### src/rtl/rf_pkg.sv
// Shared register-file package.
// Holds the register-file geometry constants and the requester id used by the
// write-back arbiter's round-robin pointer.
package rf_pkg;

  localparam int           RF_ADDR_W = 5;
  localparam int           RF_DATA_W = 32;
  localparam int           RF_DEPTH  = 32;
  localparam logic [4:0]   RF_ZERO   = 5'd0;

  // Requester identity; also the encoding of the round-robin priority pointer.
  typedef enum logic {
    REQ_ALU  = 1'b0,
    REQ_LOAD = 1'b1
  } req_e;

endpackage

### src/rtl/regfile_wb_arbiter_if.sv
// Write-back request bundle for the register-file write-back arbiter.
// Two producers, A (ALU result) and B (load unit), each with a valid/ready
// handshake carrying a destination address and write data.
//   master : producer side (drives valid/addr/data, receives ready)
//   slave  : arbiter side  (receives valid/addr/data, drives ready)
interface regfile_wb_arbiter_if #(
  parameter int DATA_W = 32,
  parameter int ADDR_W = 5
);

  logic              a_valid;
  logic              a_ready;
  logic [ADDR_W-1:0] a_addr;
  logic [DATA_W-1:0] a_data;

  logic              b_valid;
  logic              b_ready;
  logic [ADDR_W-1:0] b_addr;
  logic [DATA_W-1:0] b_data;

  modport master (
    output a_valid, a_addr, a_data,
    output b_valid, b_addr, b_data,
    input  a_ready, b_ready
  );

  modport slave (
    input  a_valid, a_addr, a_data,
    input  b_valid, b_addr, b_data,
    output a_ready, b_ready
  );

endinterface

### src/rtl/rf_scoreboard.sv
// Per-register busy scoreboard used for RAW hazard stalls.
// Ports:
//   clk, rst           : clock, asynchronous active-low reset
//   set_en, set_addr   : mark a destination register as pending
//   clr_en, clr_addr   : a write to that register has completed
//   busy               : one bit per register; bit 0 is always 0
// When set and clear hit the same register in one cycle the set wins, because
// the set belongs to a newer producer that is still outstanding.
module rf_scoreboard
  import rf_pkg::*;
#(
  parameter int ADDR_W = RF_ADDR_W
) (
  input  logic                      clk,
  input  logic                      rst,
  input  logic                      set_en,
  input  logic [ADDR_W-1:0]         set_addr,
  input  logic                      clr_en,
  input  logic [ADDR_W-1:0]         clr_addr,
  output logic [(1<<ADDR_W)-1:0]    busy
);

  localparam int DEPTH = 1 << ADDR_W;

  logic [DEPTH-1:0] set_mask;
  logic [DEPTH-1:0] clr_mask;
  logic [DEPTH-1:0] busy_next;

  always_comb begin
    // NOTE: every combinational output gets a default first so no path leaves
    // it unassigned, which would otherwise infer a latch.
    set_mask = '0;
    clr_mask = '0;
    if (set_en) set_mask[set_addr] = 1'b1;
    if (clr_en) clr_mask[clr_addr] = 1'b1;
    // Clear first, then set: the newer allocation survives a same-cycle clear.
    busy_next    = (busy & ~clr_mask) | set_mask;
    busy_next[0] = 1'b0;
  end

  always_ff @(posedge clk or negedge rst) begin
    if (!rst) begin
      busy <= '0;
    end else begin
      // NOTE: sequential state uses non-blocking assignments so every flop
      // samples its inputs from before the edge, independent of block order.
      busy <= busy_next;
    end
  end

endmodule

### src/rtl/regfile_wb_arbiter.sv
// Write-back arbiter and scoreboard for the register file.
// Shares the file's single write port between the ALU (A) and the load unit
// (B) with a round-robin grant, registers the write port outputs, and keeps
// the busy scoreboard for issue-stage hazard checks.
// Ports:
//   clk, rst                 : clock, asynchronous active-low reset
//   bus (slave)              : A/B valid/ready/addr/data write-back requests
//   alloc_valid, alloc_addr  : issue stage marks a destination as pending
//   busy                     : scoreboard, one bit per register
//   Write_Reg, Addr, Data    : registered write port to the register file
module regfile_wb_arbiter
  import rf_pkg::*;
#(
  parameter int DATA_W = RF_DATA_W,
  parameter int ADDR_W = RF_ADDR_W
) (
  input  logic                   clk,
  input  logic                   rst,
  regfile_wb_arbiter_if.slave    bus,
  input  logic                   alloc_valid,
  input  logic [ADDR_W-1:0]      alloc_addr,
  output logic [(1<<ADDR_W)-1:0] busy,
  output logic                   Write_Reg,
  output logic [ADDR_W-1:0]      Addr,
  output logic [DATA_W-1:0]      Data
);

  req_e              prio;
  req_e              prio_next;
  logic              grant_a;
  logic              grant_b;
  logic              grant;
  logic [ADDR_W-1:0] win_addr;
  logic [DATA_W-1:0] win_data;

  // Grant logic. Gated by rst so that no request is acknowledged while the
  // block is held in reset.
  always_comb begin
    grant_a = 1'b0;
    grant_b = 1'b0;
    if (rst) begin
      if (bus.a_valid && (!bus.b_valid || prio == REQ_ALU)) grant_a = 1'b1;
      else if (bus.b_valid)                                 grant_b = 1'b1;
    end
    grant    = grant_a | grant_b;
    win_addr = grant_b ? bus.b_addr : bus.a_addr;
    win_data = grant_b ? bus.b_data : bus.a_data;

    // The pointer moves away from whoever just won, bounding the loser's wait
    // to a single transfer.
    prio_next = prio;
    if (grant_a)      prio_next = REQ_LOAD;
    else if (grant_b) prio_next = REQ_ALU;
  end

  assign bus.a_ready = grant_a;
  assign bus.b_ready = grant_b;

  always_ff @(posedge clk or negedge rst) begin
    if (!rst) begin
      prio      <= REQ_ALU;
      Write_Reg <= 1'b0;
      Addr      <= '0;
      Data      <= '0;
    end else begin
      prio      <= prio_next;
      // Address 0 is hardwired: the request is still accepted, just not written.
      Write_Reg <= grant && (win_addr != ADDR_W'(RF_ZERO));
      if (grant) begin
        Addr <= win_addr;
        Data <= win_data;
      end
    end
  end

  rf_scoreboard #(
    .ADDR_W (ADDR_W)
  ) u_scoreboard (
    .clk      (clk),
    .rst      (rst),
    .set_en   (alloc_valid && (alloc_addr != ADDR_W'(RF_ZERO))),
    .set_addr (alloc_addr),
    .clr_en   (grant),
    .clr_addr (win_addr),
    .busy     (busy)
  );

endmodule

### src/flat_wrapper.sv
// flat-port wrapper written by rule: the top's interface ports become plain ports
module regfile_wb_arbiter_flat import rf_pkg::*;
#(
  parameter int DATA_W = RF_DATA_W,
  parameter int ADDR_W = RF_ADDR_W
)
  (clk, rst, alloc_valid, alloc_addr, busy, Write_Reg, Addr, Data, bus_a_valid, bus_a_addr, bus_a_data, bus_b_valid, bus_b_addr, bus_b_data, bus_a_ready, bus_b_ready);
  regfile_wb_arbiter_if #(.DATA_W(DATA_W), .ADDR_W(ADDR_W)) bus_i ();
  input  logic clk;
  input  logic rst;
  input  logic alloc_valid;
  input  logic [ADDR_W-1:0] alloc_addr;
  output logic [(1<<ADDR_W)-1:0] busy;
  output logic Write_Reg;
  output logic [ADDR_W-1:0] Addr;
  output logic [DATA_W-1:0] Data;
  input wire logic [$bits(bus_i.a_valid)-1:0] bus_a_valid;
  input wire logic [$bits(bus_i.a_addr)-1:0] bus_a_addr;
  input wire logic [$bits(bus_i.a_data)-1:0] bus_a_data;
  input wire logic [$bits(bus_i.b_valid)-1:0] bus_b_valid;
  input wire logic [$bits(bus_i.b_addr)-1:0] bus_b_addr;
  input wire logic [$bits(bus_i.b_data)-1:0] bus_b_data;
  output wire logic [$bits(bus_i.a_ready)-1:0] bus_a_ready;
  output wire logic [$bits(bus_i.b_ready)-1:0] bus_b_ready;
  assign bus_i.a_valid = bus_a_valid;
  assign bus_i.a_addr = bus_a_addr;
  assign bus_i.a_data = bus_a_data;
  assign bus_i.b_valid = bus_b_valid;
  assign bus_i.b_addr = bus_b_addr;
  assign bus_i.b_data = bus_b_data;
  assign bus_a_ready = bus_i.a_ready;
  assign bus_b_ready = bus_i.b_ready;
  regfile_wb_arbiter #(.DATA_W(DATA_W), .ADDR_W(ADDR_W)) u_core (.clk(clk), .rst(rst), .bus(bus_i), .alloc_valid(alloc_valid), .alloc_addr(alloc_addr), .busy(busy), .Write_Reg(Write_Reg), .Addr(Addr), .Data(Data));
endmodule
### config.mk
export PLATFORM = sky130hd
export DESIGN_NAME = regfile_wb_arbiter_flat
export DESIGN_NICKNAME = d
export VERILOG_FILES = /design/src/rtl/rf_pkg.sv /design/src/rtl/regfile_wb_arbiter_if.sv /design/src/rtl/rf_scoreboard.sv /design/src/rtl/regfile_wb_arbiter.sv /design/src/flat_wrapper.sv
export SDC_FILE = /design/constraint.sdc
export NUM_CORES = 1
export LEC_CHECK = 0
export BUFFER_PORTS_ARGS = -buffer_cell sky130_fd_sc_hd__buf_2
export CORE_AREA = 2 2 83 85
export DETAILED_ROUTE_END_ITERATION = 6
export DIE_AREA = 0 0 85 87
export PLACE_DENSITY = 0.84
export SLEW_MARGIN = 0
export SYNTH_ARGS = -nofsm -noshare
export SYNTH_HDL_FRONTEND = slang
export SYNTH_HIERARCHICAL = 1
export SYNTH_SLANG_ARGS = --single-unit
### constraint.sdc
create_clock -name clk -period 2.8 [get_ports clk]
set_clock_uncertainty 0.1 [all_clocks]
set_input_delay 0 -clock clk [delete_from_list [all_inputs] [get_ports clk]]
set_output_delay 0 -clock clk [all_outputs]
set_load 0.005 [all_outputs]
# [Word level (Yosys, flattened, before mapping)]
# Index checks and enable logic that the tools add are counted.
[word_totals] ff_bits=70 latch_bits=0 ram_bits=0 mem_bits_ro=0 output_inout_bits=72 mem_count=0
[op_classes] addsub=0 n_mul=0 div_mod_pow=0 n_lt_le_gt_ge=4 n_eq_ne=0 n_shift=0 n_mux=15 bitwise=5 reduce_logical=10
[ops] operator="2-to-1 mux 32 bit" n=3
[ops] operator="AND 32 bit" n=1
[ops] operator="inverter 32 bit" n=1
[ops] operator="bitwise OR 32 bit" n=1
[ops] operator="< comparator 5 x 6 -> 1 bit, second input constant" n=2
[ops] operator="demux 1 bit (select 5 bit)" n=2
[ops] operator="greater-or-equal comparator 5 x 1 -> 1 bit, second input constant" n=2
[ops] operator="nonzero test 5 bit" n=2
[ops] operator="2-to-1 mux 1 bit" n=9
[ops] operator="logical AND 1 bit" n=5
[ops] operator="2-to-1 mux 5 bit" n=1
[ops] operator="nonzero test 2 bit" n=1
[ops] operator="logical NOT 1 bit" n=1
[ops] operator="logical OR 1 bit" n=1
[ops] operator="inverter 1 bit" n=1
[ops] operator="bitwise OR 1 bit" n=1

# [Longest topological paths before layout]
# Gate-level depths: netlist of the first run.
[depth] word_depth=14 ltp_mapped=8 ltp_nobuf=6

# [By module]
# Netlist of the first run, hierarchy kept.
[by_module_without_submodules] module="regfile_wb_arbiter" instances=1 cells_per_inst=162 area_each_um2=1844.3 seq_area_each_um2=975.9
[by_module_without_submodules] module="rf_scoreboard" instances=1 cells_per_inst=121 area_each_um2=1282.5 seq_area_each_um2=775.7

# [Worst setup path after synthesis of the first run]
# Ideal clock, no wire load.
[synth_timing] kind="reg2reg" startpoint="register u_core.prio" endpoint="register u_core.u_scoreboard.busy[1]" setup_ps=128 t_arrival_ps=1603 required_time_ps=2572 setup_slack_ps=970 stages_incl_launch_ff=9 n_path_buf=2 period_less_slack_ps=1830 path_cell_list="dfrtp_1 nand2b_4 buf_6 buf_6 nand3_1 nand2_1 or3_1 o21ai_0 o21ai_1"
[synth_via] elab_chain_len=14
[synth_lines] element="start, declared" line="regfile_wb_arbiter.sv:28" rtl="req_e prio;"
[synth_lines] element="start signal, assigned" line="regfile_wb_arbiter.sv:66" rtl="prio <= prio_next;"
[synth_lines] element="inverter 1 bit (*)" line="regfile_wb_arbiter.sv:42" rtl="if (bus.a_valid && (!bus.b_valid || prio == REQ_ALU)) grant_a = 1'b1;"
[synth_lines] element="logical OR 1 bit (*)" line="regfile_wb_arbiter.sv:42"
[synth_lines] element="logical AND 1 bit (*)" line="regfile_wb_arbiter.sv:42"
[synth_lines] element="2-to-1 mux 1 bit (*)" line="regfile_wb_arbiter.sv:42"
[synth_lines] element="2-to-1 mux 1 bit (*)" line="regfile_wb_arbiter.sv:41" rtl="if (rst) begin"
[synth_lines] element="2-to-1 mux 5 bit (*)" line="regfile_wb_arbiter.sv:46" rtl="win_addr = grant_b ? bus.b_addr : bus.a_addr;"
[synth_lines] element="net u_core.win_addr[3]" line="regfile_wb_arbiter.sv:33" rtl="logic [ADDR_W-1:0] win_addr;"
[synth_lines] element="< comparator 5 x 6 -> 1 bit (implied by the code) / greater-or-equal comparator 5 x 1 -> 1 bit (equally long branches)" line="rf_scoreboard.sv:35" rtl="if (clr_en) clr_mask[clr_addr] = 1'b1;"
[synth_lines] element="logical AND 1 bit (implied by the code)" line="rf_scoreboard.sv:35"
[synth_lines] element="2-to-1 mux 1 bit (implied by the code)" line="rf_scoreboard.sv:35"
[synth_lines] element="demux 1 bit (select 5 bit) (*)" line="rf_scoreboard.sv:35"
[synth_lines] element="2-to-1 mux 32 bit (*)" line="rf_scoreboard.sv:35"
[synth_lines] element="inverter 32 bit (*)" line="rf_scoreboard.sv:37" rtl="busy_next = (busy & ~clr_mask) | set_mask;"
[synth_lines] element="AND 32 bit (*)" line="rf_scoreboard.sv:37"
[synth_lines] element="bitwise OR 32 bit (*)" line="rf_scoreboard.sv:37"
[synth_lines] element="net u_core.u_scoreboard.busy_next[1]" line="rf_scoreboard.sv:27" rtl="logic [DEPTH-1:0] busy_next;"
[synth_lines] element="end signal, assigned" line="rf_scoreboard.sv:47" rtl="busy <= busy_next;"
[synth_lines] element="end, declared" line="rf_scoreboard.sv:20" rtl="output logic [(1<<ADDR_W)-1:0] busy"
# The timed path passes the listed nets; every way through them passes the cells marked *.
# A chain may end at the register's enable or synchronous reset.

# [Worst setup path in the final report of the first run]
[layout_timing] startpoint="input port bus_a_addr[4]" endpoint="register u_core.Write_Reg"
[layout_via] elab_chain_len=3
[layout_lines] element="start, declared" line="flat_wrapper.sv:18" rtl="input wire logic [$bits(bus_i.a_addr)-1:0] bus_a_addr;"
[layout_lines] element="2-to-1 mux 5 bit" line="regfile_wb_arbiter.sv:46"
[layout_lines] element="nonzero test 5 bit" line="regfile_wb_arbiter.sv:68" rtl="Write_Reg <= grant && (win_addr != ADDR_W'(RF_ZERO));"
[layout_lines] element="logical AND 1 bit" line="regfile_wb_arbiter.sv:68"
[layout_lines] element="end signal, assigned" line="regfile_wb_arbiter.sv:68"
[layout_lines] element="end, declared" line="regfile_wb_arbiter.sv:23" rtl="output logic Write_Reg,"
# Every way passes these cells.

==> run_results.csv, run 1 <==
group,metric,value,unit
timing,layout_min_cycle_time,2.66,ns
synth,synth_top_area_cell,"dfrtp_1",
critical_path,cp_common_cell,"dlygate4sd3_1",
clocking,cts_max_path_buffers,2,
die,ioPinCount,156,
worst_hold_path,hold_class,"input port to register",
synth,yosysWarnings,6,
grt,overflow,0,
grt,grt_util_all_layers,0.326,
placed_design,post-dp-hpwl,6470,um
grt,first_global_vias,3687,
status,status,"completed",
layout,drive_above_1_share,0.340,
die,start_util,0.476,
timing,max_freq,0.377,GHz
grt,grt_pass1_wl,18700,um
detailed_routing,drtAntennaViolNets,0,
detailed_routing,wl_per_cell,19.5,um
timing,fin_crit_sh,0.948,
synth,synth_flop_cell,"dfrtp_1",
die,dieArea,7400,um2
detailed_routing,via_count,3508,
critical_path,worst_path_largest_cell_delay,0.59,ns
synth,synth-seq-cells,70,
synth,synth-simple-area-share,0.165,
layout,nets,601,
die,coreArea,6570,um2
timing,finalSetupTns,0,ns
timing,finalHoldViolCount,0,
clocking,clkTransAtPathRegs,0.07,ns
synth,ys_types,29,
critical_path,critPathBufInv,5,
synth,synth.area.top_cells,"dfrtp_1 56%, a221o_1 10%, and3_1 6.4%, o21ai_1 5.6%, o21ai_0 5.1%",
detailed_routing,dr.pass1.iters,5,
detailed_routing,drt_iter0_drc,321,
clocking,root_buffer,"clkbuf_8",
synth,synth_top_area_frac,0.560,
timing,slew_headroom,0.369,
timing,tightest_slew,0.944,ns
synth,syn-num-nets,367,
detailed_routing,vias_per_cell,5.85,
die,die_height,87,um
synth,syn_avg_cell_area,11.0,um2
critical_path,critical_path_class,"input port to register",
die,rows,30,
grt,antenna_found_initial,0,
layout,finalNonFillerCells,600,
clocking,cts_buffers,9,
synth,netlist_area,3130,um2
critical_path,critPathTopFamily,"buffers and inverters",
clocking,clk_latency,0.34,ns
power_and_ir_drop,power_density,609,nW/um2
clocking,cts-resized-gates,0,
synth,synthCells,283,
timing,drv_slew,0,
synth,synth_compound_area_frac,0.236,
synth,async_flop_share,1.00,
power_and_ir_drop,power.total,0.00299,W
layout,synthToLayoutAreaGrowth,56.9,%
power_and_ir_drop,cellLeakagePower,2.39,nW
critical_path,cp-end-kind,"register",
timing,setup_viol,0,
critical_path,cp.required,2.93,ns
critical_path,crit_fanout,2,
critical_path,cp_cell_sequence,"dlygate4sd3_1 -> buf_2 -> nor2_1 -> dlygate4sd3_1 -> nand2_1 -> dlygate4sd3_1 -> a22o_1 -> dlygate4sd3_1",
synth,synth_top_family_by_area,"compound AO/OA/AOI/OAI gates",
placed_design,gp_congestion,0.805,
timing,rsz0062_at_grt,"false",
placed_design,placed_cells,503,
placed_design,portBuffers,154,
detailed_routing,route.detailed.drc,0,
grt,grt_max_degree,72,
power_and_ir_drop,irDropWorstVdd,0.402,mV
die,dieWidth,85,um
layout,diodes,0,
detailed_routing,drt-total-wl,11700,um
synth,synth_fa_ha_area_frac,0,
critical_path,start_kind,"input port",
synth,yosysSeqAreaShare,0.560,
synth,synth_mux_area_frac,0,
synth,synth_xor_area_frac,0,
clocking,cts_htree_levels,3,
critical_path,slowest_stage,"dlygate4sd3_1",
critical_path,arrival,2.78,ns
synth,synth_edf_count,0,
clocking,cts_tree,"yes",
clocking,cts_sinks,70,
flow_run,cap_violations,0,
## worst reg2reg max path, delay by kind of cell, from the launching register on
family / cells / cell delay, ns
DFF: 1 / 0.41
and+or+nand+nor: 1 / 0.33
AOI/OAI and AO/OA: 2 / 1.15
buffers and inverters: 1 / 0.57
## final timing paths
check	end	slack (ns)	start	depth (start not counted)
setup / recovery	u_core/Write_Reg	0.14	bus_a_addr[4]	8
hold / removal	u_core/u_scoreboard/busy[10]	0.11	alloc_addr[1]	3
setup reg to reg	u_core/Data[9]	0.18	u_core/prio	4
hold reg to reg	u_core/u_scoreboard/busy[24]	0.41	u_core/u_scoreboard/busy[24]	2
max in group asynchronous	u_core/u_scoreboard/busy[1]	1.64	rst	3
min in group asynchronous	u_core/Data[2]	0.40	rst	3
## power by group
| part | switching (W) | internal, W |
|---|---|---|
| logic | 0.000396 | 0.000482 |
| registers | 0.000136 | 0.00123 |
| clock network | 0.000363 | 0.000384 |
## per-layer routing
layer  GRT usage  up-vias  routed length (um)
met5           0        -                   0
met4       0.212        0                 617
met1       0.373     1683                4370
met2       0.552      214                5970
li1            -     1555                   -
met3      0.0720       56                 754
## flip-flops by register name, indices dropped and copies added, names as in the netlist
signal / cells
u_core/u_scoreboard/busy: 31
u_core/prio: 1
u_core/Data: 32
u_core/Write_Reg: 1
u_core/Addr: 5
## cells by family (layout without fill, tap and decap cells)
logic type	Yosys count	count (layout)
compound gates	110	110
simple gates	85	85
buf+inv	17	254
other cells	1	1
flops	70	70
## through the flow
stage,worst slack (ns),instance area [um2],hold slack [ns],utilization
floorplan,0.970,3130,-0.396,-
global placement,0.858,3900,0.130,0.594
detailed placement,0.778,3900,0.134,0.594
CTS,0.301,4900,0.0734,0.747
global route,0.0842,4900,0.119,0.747
finish,0.145,4900,0.110,0.747
## Yosys cell counts, drive strengths merged, types with 2 or more instances
| cell type | count |
|---|---|
| dfrtp | 70 |
| o21ai | 68 |
| a221o | 32 |
| and3 | 32 |
| buf | 13 |
| nand2 | 10 |
| nand3b | 10 |
| nor2 | 10 |
| nand3 | 9 |
| or3b | 6 |
| a31oi | 5 |
| a21oi | 3 |
| clkbuf | 3 |
| nor3 | 2 |
| or3 | 2 |
## cell type report
class | instances | area, um2
timing repair buffer | 239 | 1620
sequential | 70 | 1750
fill | 431 | 1660
tap | 80 | 100
multi-input combinational | 196 | 1260
inverter | 1 | 3.75
clock inverter | 1 | 5.00
clock buffer | 13 | 169
## layout by cell type, fill, tap and decap left out, drive strengths merged
| master | n |
|---|---|
| o21a | 1 |
| nand3 | 9 |
| o21ai | 68 |
| a22o | 1 |
| or4 | 1 |
| a21oi | 3 |
| clkinv | 1 |
| or3 | 2 |
| nor2b | 1 |
| nand2b | 1 |
| dlygate4sd3 | 83 |
| and2 | 1 |
| inv | 1 |
| conb | 1 |
| a221o | 32 |
| nor3 | 2 |
| nand3b | 10 |
| a31oi | 5 |
| clkbuf | 13 |
| or3b | 6 |
| dfrtp | 70 |
| and3 | 32 |
| buf | 156 |
| nand2 | 10 |
| nor2 | 10 |
## repair_timing
action | in CTS | in global routing
hold buffers | 83 | 0
setup buffers | 0 | 0
endpoints found under the hold margin | 134 | 0
(Power assumes the default switching activity.)
==> run 2, diff against run 1 <==
--- a/config.mk
+++ b/config.mk
@@ -6,12 +6,11 @@
 export NUM_CORES = 1
 export LEC_CHECK = 0
 export BUFFER_PORTS_ARGS = -buffer_cell sky130_fd_sc_hd__buf_2
-export CORE_AREA = 2 2 83 85
+export CORE_AREA = 2 2 85 87
 export DETAILED_ROUTE_END_ITERATION = 6
-export DIE_AREA = 0 0 85 87
-export PLACE_DENSITY = 0.84
+export DIE_AREA = 0 0 87 89
+export PLACE_DENSITY = 0.85
 export SLEW_MARGIN = 0
 export SYNTH_ARGS = -nofsm -noshare
 export SYNTH_HDL_FRONTEND = slang
-export SYNTH_HIERARCHICAL = 1
 export SYNTH_SLANG_ARGS = --single-unit
==> run 2 against run 1 <==
  * The run now ends with DRC left
  * First-iteration DRC count rose by 41%
  * Global-route usage fell by 0.074 points
  * Count of clock-buffer cells in the layout fell by 2
  * Critical path type is now register to register
  * Critical endpoint is now u_core.Data[17]
==> run_results.csv, run 2 <==
group,metric,value,unit
die,dieWidth,87,um
critical_path,cp_cell_sequence,"nor2b_4 -> nor2_2 -> buf_4 -> a222oi_1 -> dlygate4sd3_1 -> inv_1",
synth,synthCells,336,
synth,synth.area.top_cells,"dfrtp_1 51%, a222oi_1 9.3%, a32oi_1 7.9%, inv_1 7.2%, o21ai_0 5.6%",
synth,yosysWarnings,0,
timing,drv_slew,0,
layout,multi_input_area,1290,um2
timing,finalSetupTns,0,ns
layout,largest_register_ffs,32,
timing,finalHoldViolCount,0,
layout,final_cell_mix,"153 x buf_2, 74 x dlygate4sd3_1, 70 x dfrtp_1",
placed_design,portBuffers,154,
layout,final_common_cell,"buf_2",
detailed_routing,route.detailed.drc,6,
clocking,cts_setup_buffers,0,
detailed_routing,vias_per_cell,6.13,
critical_path,critical_path_class,"register to register",
layout,synthToLayoutAreaGrowth,49.4,%
synth,synth_flop_cell,"dfrtp_1",
timing,hold_ws,0.0793,ns
clocking,clk_latency,0.34,ns
synth,synth_top_area_cell,"dfrtp_1",
synth,ys_types,36,
detailed_routing,top_layer,"met4",
power_and_ir_drop,irDropWorstVdd,0.378,mV
clocking,clkTransAtPathRegs,0.08,ns
timing,layout_min_cycle_time,2.50,ns
layout,stdcell_area,5120,um2
placed_design,post-dp-hpwl,7260,um
grt,overflow,0,
detailed_routing,drt-total-wl,12900,um
placed_design,gp_congestion,0.964,
die,die_height,89,um
layout,nets,643,
timing,rsz0062_at_grt,"false",
layout,top_regs,"u_core.Data x32, u_core.u_scoreboard.busy x31, u_core.Addr x5",
layout,fill_cells,418,
grt,antenna_found_initial,0,
critical_path,crit_fanout,38,
synth,synth_top_cells_by_count,"70 x dfrtp_1, 66 x inv_1, 38 x o21ai_0",
detailed_routing,routed-wl-met3,1510,um
critical_path,cp.required,2.94,ns
die,dieArea,7740,um2
timing,fin_crit_sh,0.892,
layout,ff_latch_area,1750,um2
critical_path,slowest_stage,"dlygate4sd3_1",
timing,tightest_slew,0.756,ns
synth,synth-seq-cells,70,
synth,syn-num-nets,420,
synth,synth_most_common_cell,"dfrtp_1",
critical_path,cp-startpoint,"u_core.prio",
status,violations,"DRC",
detailed_routing,drt_iter0_drc,454,
detailed_routing,wl_per_cell,20.0,um
clocking,cts_htree_levels,3,
timing,setup_viol,0,
flow_run,cap_violations,0,
worst_hold_path,hold_class,"input port to register",
placed_design,placed_area,4200,um2
detailed_routing,met2_length,6210,um
die,start_util,0.510,
clocking,cts_buffers,9,
detailed_routing,via_count,3949,
critical_path,arrival,2.64,ns
grt,grt_max_degree,59,
critical_path,cp-end-kind,"register",
die,ioPinCount,156,
worst_hold_path,min-delay-start,"bus_b_addr[1]",
layout,top_register,"u_core.Data",
layout,drive_above_1_share,0.330,
critical_path,start_kind,"register",
synth,synth_edf_count,0,
clocking,root_buffer,"clkbuf_8",
detailed_routing,drtAntennaViolNets,0,
critical_path,worst_r2r_startpoint,"u_core.prio",
power_and_ir_drop,cellLeakagePower,2.60,nW
die,rows,30,
clocking,cts_max_path_buffers,2,
layout,diodes,0,
status,status,"finished with violations",
timing,slew_headroom,0.496,
die,coreArea,6720,um2
synth,async_flop_share,1.00,
synth,yosysSeqAreaShare,0.511,
grt,grt_pass1_wl,19300,um
detailed_routing,dr.pass1.iters,7,
synth,synth_top_area_frac,0.511,
clocking,cts_tree,"yes",
power_and_ir_drop,power_density,510,nW/um2
clocking,cts_sinks,70,
timing,max_freq,0.400,GHz
grt,first_global_vias,3760,
synth,syn_avg_cell_area,10.2,um2
grt,grt_util_all_layers,0.325,
critical_path,worst_path_largest_cell_delay,0.62,ns
detailed_routing,drt-met1-wl,4740,um
synth,netlist_area,3430,um2
==> run 2: cell count changes after synthesis, sizes merged, moves of 4 or more <==
| cell | change |
|---|---|
| nand3b | -10 |
| a21oi | +8 |
| a221o | -32 |
| nand3 | -8 |
| o21ai | -27 |
| inv | +65 |
| a31oi | -5 |
| o2111ai | +6 |
| a222oi | +32 |
| nand4 | +4 |
| nand4b | +4 |
| a32oi | +31 |
| or3b | -6 |
| and3 | -31 |
==> run 2: timing repair <==
item | CTS | global route
hold endpoints to repair | 108 | 0
resized for setup | 0 | 0
hold buffers | 74 | 0
==> run 2: cell families after synthesis <==
logic type / share of synthesized area
multiplexers: 0.00584
other: 0.00109
AND/OR/NAND/NOR: 0.0891
flip-flops: 0.511
buffers and inverters: 0.117
AO/OA/AOI/OAI: 0.276
==> run 2: area by class of cell <==
cell class	count	area share
clock buffers	11	0.0257
repair buffers	232	0.302
multi-input cells	180	0.253
clock inverters	5	0.00978
inverters	66	0.0484
flip-flops and latches	70	0.342
well taps	80	0.0196
==> run 2: routing by layer <==
metal / track usage / vias up
li1: - / 1703
met1: 0.405 / 1890
met2: 0.537 / 318
met3: 0.0831 / 38
met4: 0.149 / 0
met5: 0 / -
==> run 2: where the power goes <==
| part | leakage [nW] | switching (W) | internal (W) |
|---|---|---|---|
| combinational | 1.75 | 0.000311 | 0.000335 |
| clock | 0.0968 | 0.000384 | 0.000407 |
| sequential | 0.755 | 0.0000681 | 0.00111 |
| total | 2.60 | 0.000763 | 0.00185 |
==> run 2: through the flow <==
| stage | utilization | power [W] | setup slack [ns] | std cells |
|---|---|---|---|---|
| 2_1_floorplan | - | 0.00140 | 1.29 | 336 |
| 3_3_place_gp | 0.624 | 0.00161 | 0.931 | 554 |
| 3_5_place_dp | 0.624 | 0.00163 | 0.817 | 554 |
| 4_1_cts | 0.762 | 0.00256 | 0.482 | 644 |
| 5_1_grt | 0.762 | 0.00271 | 0.244 | 644 |
| 6_report | 0.762 | 0.00261 | 0.302 | 644 |
==> run 2: worst max-delay path, delay by kind of cell (launching register included) <==
family                 cells  cell delay (ns)
AOI/OAI and AO/OA          1             0.52
buffers and inverters      3             0.92
DFF                        1             0.45
and+or+nand+nor            2             0.38
==> run 2: path summary, 6_finish.rpt <==
kind,endpoint,slack (ns),depth (start not counted)
hold reg to reg,u_core.Addr[3],0.40,2
setup / recovery,u_core.Data[17],0.30,6
min in group asynchronous,u_core.Write_Reg,0.35,3
setup reg to reg,u_core.Data[17],0.30,6
max in group asynchronous,u_core.u_scoreboard.busy[27],1.50,3
hold / removal,u_core.Write_Reg,0.08,4
